### src/rtl/mem_pkg.sv
// mem_pkg: shared definitions for the MEM-stage data-memory controller.
//   - dmtype encodings (W, H, HU, B, BU; any other code is handled as W)
//   - FSM state enum for mem_access_unit
//   - byte-enable / store-data generation and misalignment helper functions
package mem_pkg;

  localparam logic [2:0] DM_W  = 3'b000;
  localparam logic [2:0] DM_H  = 3'b001;
  localparam logic [2:0] DM_HU = 3'b010;
  localparam logic [2:0] DM_B  = 3'b011;
  localparam logic [2:0] DM_BU = 3'b100;

  typedef enum logic [1:0] {
    ST_IDLE = 2'b00,
    ST_BUSY = 2'b01,
    ST_DONE = 2'b10
  } mem_state_e;

  // Byte enables for the addressed lane(s); low address bits that are
  // illegal for the access size are simply ignored (forced alignment).
  function automatic logic [3:0] gen_be(input logic [2:0] dmtype, input logic [1:0] a);
    case (dmtype)
      DM_B, DM_BU: gen_be = 4'b0001 << a;
      DM_H, DM_HU: gen_be = 4'b0011 << {a[1], 1'b0};
      default:     gen_be = 4'b1111;
    endcase
  endfunction

  // Store data replicated across every lane so the memory only needs the BE.
  function automatic logic [31:0] gen_wdata(input logic [2:0] dmtype, input logic [31:0] rd2);
    case (dmtype)
      DM_B, DM_BU: gen_wdata = {4{rd2[7:0]}};
      DM_H, DM_HU: gen_wdata = {2{rd2[15:0]}};
      default:     gen_wdata = rd2;
    endcase
  endfunction

  // Low address bits illegal for the access size (undefined types count as W).
  function automatic logic is_misaligned(input logic [2:0] dmtype, input logic [1:0] a);
    case (dmtype)
      DM_B, DM_BU: is_misaligned = 1'b0;
      DM_H, DM_HU: is_misaligned = a[0];
      default:     is_misaligned = (a != 2'b00);
    endcase
  endfunction

endpackage

### src/rtl/load_align.sv
// load_align: combinational load-data lane select and sign/zero extension.
//   rdata   in  32  word returned by the data memory
//   addr_lo in  2   low byte-address bits of the access
//   dmtype  in  3   access type (mem_pkg encodings; unknown codes act as W)
//   data    out 32  aligned and extended load result
module load_align import mem_pkg::*; (
  input  logic [31:0] rdata,
  input  logic [1:0]  addr_lo,
  input  logic [2:0]  dmtype,
  output logic [31:0] data
);

  logic [7:0]  byte_s;
  logic [15:0] half_s;

  // Pick the addressed byte and halfword lanes, then extend per access type.
  always_comb begin
    byte_s = 8'h00;
    half_s = 16'h0000;
    data   = 32'h0000_0000;
    case (addr_lo)
      2'b00:   byte_s = rdata[7:0];
      2'b01:   byte_s = rdata[15:8];
      2'b10:   byte_s = rdata[23:16];
      default: byte_s = rdata[31:24];
    endcase
    if (addr_lo[1]) begin
      half_s = rdata[31:16];
    end else begin
      half_s = rdata[15:0];
    end
    case (dmtype)
      DM_B:    data = {{24{byte_s[7]}}, byte_s};
      DM_BU:   data = {24'h00_0000, byte_s};
      DM_H:    data = {{16{half_s[15]}}, half_s};
      DM_HU:   data = {16'h0000, half_s};
      default: data = rdata;
    endcase
  end

endmodule

### src/rtl/mem_access_unit.sv
// mem_access_unit: MEM-stage data-memory controller between EX/MEM and MEM/WB.
// Converts EX/MEM load/store fields into a req/ack transaction, aligns load
// data and stalls the pipeline until the access completes (IDLE->BUSY->DONE).
//   Parameter TIMEOUT_CYCLES: BUSY cycles without dm_ack before bus_err abort.
//   Inputs : clk, rst (sync, active-high), ex_mem_valid, ex_mem_mem_read,
//            ex_mem_mem_write, ex_mem_dmtype[2:0], ex_mem_aluout[31:0],
//            ex_mem_rd2[31:0], dm_ack, dm_rdata[31:0]
//   Outputs: dm_req, dm_we, dm_addr[31:0], dm_be[3:0], dm_wdata[31:0],
//            mem_read_data[31:0], mem_stall, bus_err, misalign_exc
// Build option: define MEM_MISALIGN_TRAP_EN to trap misaligned H/HU/W accesses
// (no request, misalign_exc pulse); otherwise low bits are forced aligned and
// misalign_exc stays 0.
module mem_access_unit import mem_pkg::*; #(
  parameter int TIMEOUT_CYCLES = 255
) (
  input  logic        clk,
  input  logic        rst,
  input  logic        ex_mem_valid,
  input  logic        ex_mem_mem_read,
  input  logic        ex_mem_mem_write,
  input  logic [2:0]  ex_mem_dmtype,
  input  logic [31:0] ex_mem_aluout,
  input  logic [31:0] ex_mem_rd2,
  output logic        dm_req,
  output logic        dm_we,
  output logic [31:0] dm_addr,
  output logic [3:0]  dm_be,
  output logic [31:0] dm_wdata,
  input  logic        dm_ack,
  input  logic [31:0] dm_rdata,
  output logic [31:0] mem_read_data,
  output logic        mem_stall,
  output logic        bus_err,
  output logic        misalign_exc
);

  localparam int CNT_W = $clog2(TIMEOUT_CYCLES + 1);
  // Count value on the last BUSY cycle allowed before the abort.
  localparam logic [CNT_W-1:0] CNT_LAST = CNT_W'(TIMEOUT_CYCLES - 1);

  mem_state_e       state_r;
  logic [CNT_W-1:0] cnt_r;
  logic [2:0]       dmtype_r;
  logic [1:0]       addr_lo_r;
  logic             access_s;
  logic             trap_s;
  logic [31:0]      aligned_s;

  // A read+write combination is a store: dm_we follows mem_write alone.
  assign access_s = ex_mem_valid & (ex_mem_mem_read | ex_mem_mem_write);

`ifdef MEM_MISALIGN_TRAP_EN
  assign trap_s = access_s & is_misaligned(ex_mem_dmtype, ex_mem_aluout[1:0]);
`else
  assign trap_s = 1'b0;
`endif

  // Stall asserts in the same cycle the access is first seen, so the
  // instruction is frozen on EX/MEM; DONE releases it so MEM/WB captures.
  assign mem_stall = ~rst & (((state_r == ST_IDLE) & access_s) | (state_r == ST_BUSY));

  load_align u_load_align (
    .rdata   (dm_rdata),
    .addr_lo (addr_lo_r),
    .dmtype  (dmtype_r),
    .data    (aligned_s)
  );

  // Access FSM with all memory-port and result outputs registered.
  always_ff @(posedge clk) begin
    if (rst) begin
      state_r       <= ST_IDLE;
      cnt_r         <= '0;
      dmtype_r      <= 3'b000;
      addr_lo_r     <= 2'b00;
      dm_req        <= 1'b0;
      dm_we         <= 1'b0;
      dm_addr       <= 32'h0000_0000;
      dm_be         <= 4'b0000;
      dm_wdata      <= 32'h0000_0000;
      mem_read_data <= 32'h0000_0000;
      bus_err       <= 1'b0;
      misalign_exc  <= 1'b0;
    end else begin
      bus_err      <= 1'b0;
      misalign_exc <= 1'b0;
      case (state_r)
        ST_IDLE: begin
          if (access_s && trap_s) begin
            // No request is issued; the store is suppressed.
            dm_we         <= 1'b0;
            mem_read_data <= 32'h0000_0000;
            misalign_exc  <= 1'b1;
            state_r       <= ST_DONE;
          end else if (access_s) begin
            dm_addr   <= {ex_mem_aluout[31:2], 2'b00};
            dm_be     <= gen_be(ex_mem_dmtype, ex_mem_aluout[1:0]);
            dm_wdata  <= gen_wdata(ex_mem_dmtype, ex_mem_rd2);
            dm_we     <= ex_mem_mem_write;
            dmtype_r  <= ex_mem_dmtype;
            addr_lo_r <= ex_mem_aluout[1:0];
            cnt_r     <= '0;
            dm_req    <= 1'b1;
            state_r   <= ST_BUSY;
          end else begin
            state_r <= ST_IDLE;
          end
        end
        ST_BUSY: begin
          cnt_r <= cnt_r + CNT_W'(1);
          if (dm_ack) begin
            mem_read_data <= dm_we ? 32'h0000_0000 : aligned_s;
            dm_req        <= 1'b0;
            state_r       <= ST_DONE;
          end else if (cnt_r == CNT_LAST) begin
            mem_read_data <= 32'h0000_0000;
            bus_err       <= 1'b1;
            dm_req        <= 1'b0;
            state_r       <= ST_DONE;
          end else begin
            state_r <= ST_BUSY;
          end
        end
        // The instruction still on EX/MEM has completed; never reissue it.
        ST_DONE: begin
          state_r <= ST_IDLE;
        end
        default: begin
          dm_req  <= 1'b0;
          state_r <= ST_IDLE;
        end
      endcase
    end
  end

endmodule

### config.mk
export PLATFORM = sky130hd
export DESIGN_NAME = mem_access_unit
export DESIGN_NICKNAME = d
export VERILOG_FILES = /design/src/rtl/mem_pkg.sv /design/src/rtl/load_align.sv /design/src/rtl/mem_access_unit.sv
export SDC_FILE = /design/constraint.sdc
export NUM_CORES = 1
export LEC_CHECK = 0
export CAP_MARGIN = 20
export CORE_MARGIN = 4
export CORE_UTILIZATION = 47
export CTS_CLUSTER_SIZE = 40
export DETAILED_ROUTE_END_ITERATION = 8
export PLACE_DENSITY = 0.86
export RECOVER_POWER = 50
export SLEW_MARGIN = 20
export SYNTH_ARGS = -nofsm -noshare
export SYNTH_HDL_FRONTEND = slang
export SYNTH_SLANG_ARGS = --single-unit
export TNS_END_PERCENT = 5
### constraint.sdc
create_clock -name clk -period 3.85 [get_ports clk]
set_input_delay 0.385 -clock clk [delete_from_list [all_inputs] [get_ports clk]]
set_output_delay 0.385 -clock clk [all_outputs]
set_load 0.02 [all_outputs]
==> results.json <==
{
  "route.vias.total": 5474,
  "final_cell_mix": "dfxtp_1 (116), clkdlybuf4s50_1 (104), dlygate4sd3_1 (101)",
  "hold_path.class": "in -> reg",
  "yosys.area.top_type": "dfxtp_1",
  "critPathMaxFanout": 7,
  "worstMarginPinSlew_ns": 0.943,
  "crit_path_start_kind": "input port",
  "drc_errors": 0,
  "post-dp-hpwl_um": 12700,
  "rr_startpoint": "state_r[0]",
  "cp-end-kind": "primary output",
  "synthCells": 617,
  "holdWs_ns": 0.281,
  "peakVddDrop_mv": 0.287,
  "fin_crit_sh_pct": 73.1,
  "grt_max_degree": 84,
  "synth.area.top_cells": "dfxtp_1 (44%), nand2_1 (7.0%), a21oi_1 (5.7%), nor2_1 (4.2%), o21ai_0 (3.8%)",
  "synth_area_per_cell_um2": 8.48,
  "stdcell_count": 953,
  "first_pass_iters": 6,
  "core.rowCount": 38,
  "track_usage_pct": 26.7,
  "dp_cells": 921,
  "ys_warn_count": 0,
  "clock.fmax_mhz": 355,
  "core_area_um2": 10900,
  "final_common_cell": "dfxtp_1",
  "hold_viol": 0,
  "setup_viol": 0,
  "clock_skew_ns": 0.0150,
  "netlist.area_leader.share_pct": 44.4,
  "clock-root-buffer": "clkbuf_8",
  "initial_core_util_pct": 48.0,
  "ctsHoldBuffers": 0,
  "synthToLayoutAreaGrowth_pct": 49.9,
  "die_x_um": 114,
  "synth_area_um2": 5230,
  "post_cts_resized": 0,
  "status": "complete, no violations",
  "clkTransAtPathRegs_ns": 0.06,
  "p_leak_nw": 3.04,
  "yosysSeqAreaShare_pct": 44.4,
  "diodes": 0,
  "power_density_nw_per_um2": 437,
  "clk_latency_ns": 0.50,
  "final_max_slew_viol_count": 0,
  "final_nets": 907,
  "period_needed_ns": 2.81,
  "drt-initial-drc-count": 408,
  "placed_cell_area_um2": 7280,
  "ant_nets": 0,
  "required_ns": 3.46,
  "antenna_found_initial": 0,
  "port_buffers": 206,
  "drive_gt1_share_pct": 7.26,
  "finalPower_mw": 3.42,
  "post-cts-setup-buffers": 0,
  "worst-endpoint-arrival_ns": 2.43,
  "htreeDepth": 4,
  "min_from": "rst",
  "slew_headroom_pct": 37.0,
  "cap_violations": 0,
  "clock-sinks": 116,
  "die_h_um": 114,
  "cp-startpoint": "ex_mem_mem_write",
  "final_cell_area_um2": 7840,
  "synth_edf_count": 0,
  "grt_pass1_vias": 5532,
  "yosys_register_bits": 116,
  "rsz0062_at_grt": "no",
  "cts_inserted_buffers": 17,
  "grt_overflow": 0,
  "synth_ff_type": "dfxtp_1",
  "via_per_inst": 5.74,
  "synth_cell_types": 54,
  "clock_path_buffers": 2,
  "synthArstFlopShare_pct": 0,
  "fin_tns_setup_ns": 0,
  "routedWlPerCell_um": 18.2,
  "die-area_um2": 12900,
  "crit_type": "in -> out",
  "grt_first_pass_wirelength_um": 27700,
  "routabilityCongestion": 0.906,
  "wirelength_um": 17400,
  "io_pins": 210,
  "tritoncts": "yes"
}
==> Yosys cell counts, types with 7 or more instances <==
master and instances:
o21ai_0 40, nor3b_1 8, clkbuf_1 27, a21oi_1 60, mux2i_1 16, nor3_1 11, o32ai_1 7, a211oi_1 9
a22oi_1 8, a21boi_0 7, o2bb2ai_1 18, mux4_2 7, buf_2 15, nor2_1 59, dfxtp_1 116, inv_1 11
nand3_1 18, nand2_1 97, a31oi_1 16
==> cell families after synthesis <==
| logic type | after synthesis | share of synthesized area (%) |
|---|---|---|
| flops | 116 | 44.4 |
| other cells | 1 | 0.0717 |
| xor+xnor | 4 | 0.670 |
| compound gates | 183 | 22.6 |
| fa+ha+maj | 3 | 0.670 |
| mux | 27 | 7.22 |
| simple gates | 223 | 19.1 |
| buf+inv | 60 | 5.31 |
==> metrics by stage <==
stage	setup slack [ns]	util (%)
final	1.04	72.0
after CTS	1.15	72.0
after global routing	0.927	72.0
after detailed placement	0.983	66.9
after global placement	1.08	66.9
after floorplan	2.12	-
==> power by group <==
| part | total [mW] | internal, mW | switching [mW] | leakage [nW] |
|---|---|---|---|---|
| sequential | 1.32 | 1.27 | 0.0497 | 0.947 |
| combinational | 0.629 | 0.285 | 0.344 | 1.83 |
| clock | 1.47 | 0.869 | 0.602 | 0.263 |
==> metal layers <==
layer / vias to the layer above / track usage [%] / share of wire [%] / wire [um]
met5: - / 0 / 0 / 0
met4: 0 / 9.54 / 2.5 / 430
met3: 36 / 9.60 / 9.8 / 1710
met2: 291 / 45.8 / 49 / 8430
met1: 2581 / 30.7 / 39 / 6790
li1: 2566 / - / - / -
==> worst paths after layout <==
kind / end / slack [ns] / depth (start not counted)
hold reg to reg: dm_addr[27] / 0.46 / 2
setup reg to reg: mem_read_data[12] / 1.58 / 4
setup / recovery: mem_stall / 1.04 / 5
hold / removal: mem_read_data[8] / 0.28 / 2
==> sequential cells by signal (all words and copies together), names as in the netlist <==
| signal | cells |
|---|---|
| dm_wdata | 32 |
| mem_read_data | 32 |
| dm_addr | 30 |
| cnt_r | 8 |
| dm_be | 4 |
| dmtype_r | 3 |
| addr_lo_r | 2 |
| state_r | 2 |
| bus_err | 1 |
| dm_req | 1 |
| dm_we | 1 |
==> final cells by class <==
| type | instances | area, um2 |
|---|---|---|
| Tap cell | 140 | 175 |
| Inverter | 11 | 41.3 |
| Sequential cell | 116 | 2320 |
| Clock inverter | 15 | 144 |
| Timing Repair Buffer | 211 | 2090 |
| Multi-Input combinational cell | 443 | 2650 |
| Fill cell | 824 | 3050 |
| Clock buffer | 17 | 414 |
==> critical path, cell delays in order <==
cell and delay (ns):
dlygate4sd3_1 0.55, o21ai_0 0.57, a21o_1 0.32, nor2_1 0.06, clkdlybuf4s50_1 0.55
Note: power is estimated with default switching activity, not from simulation.
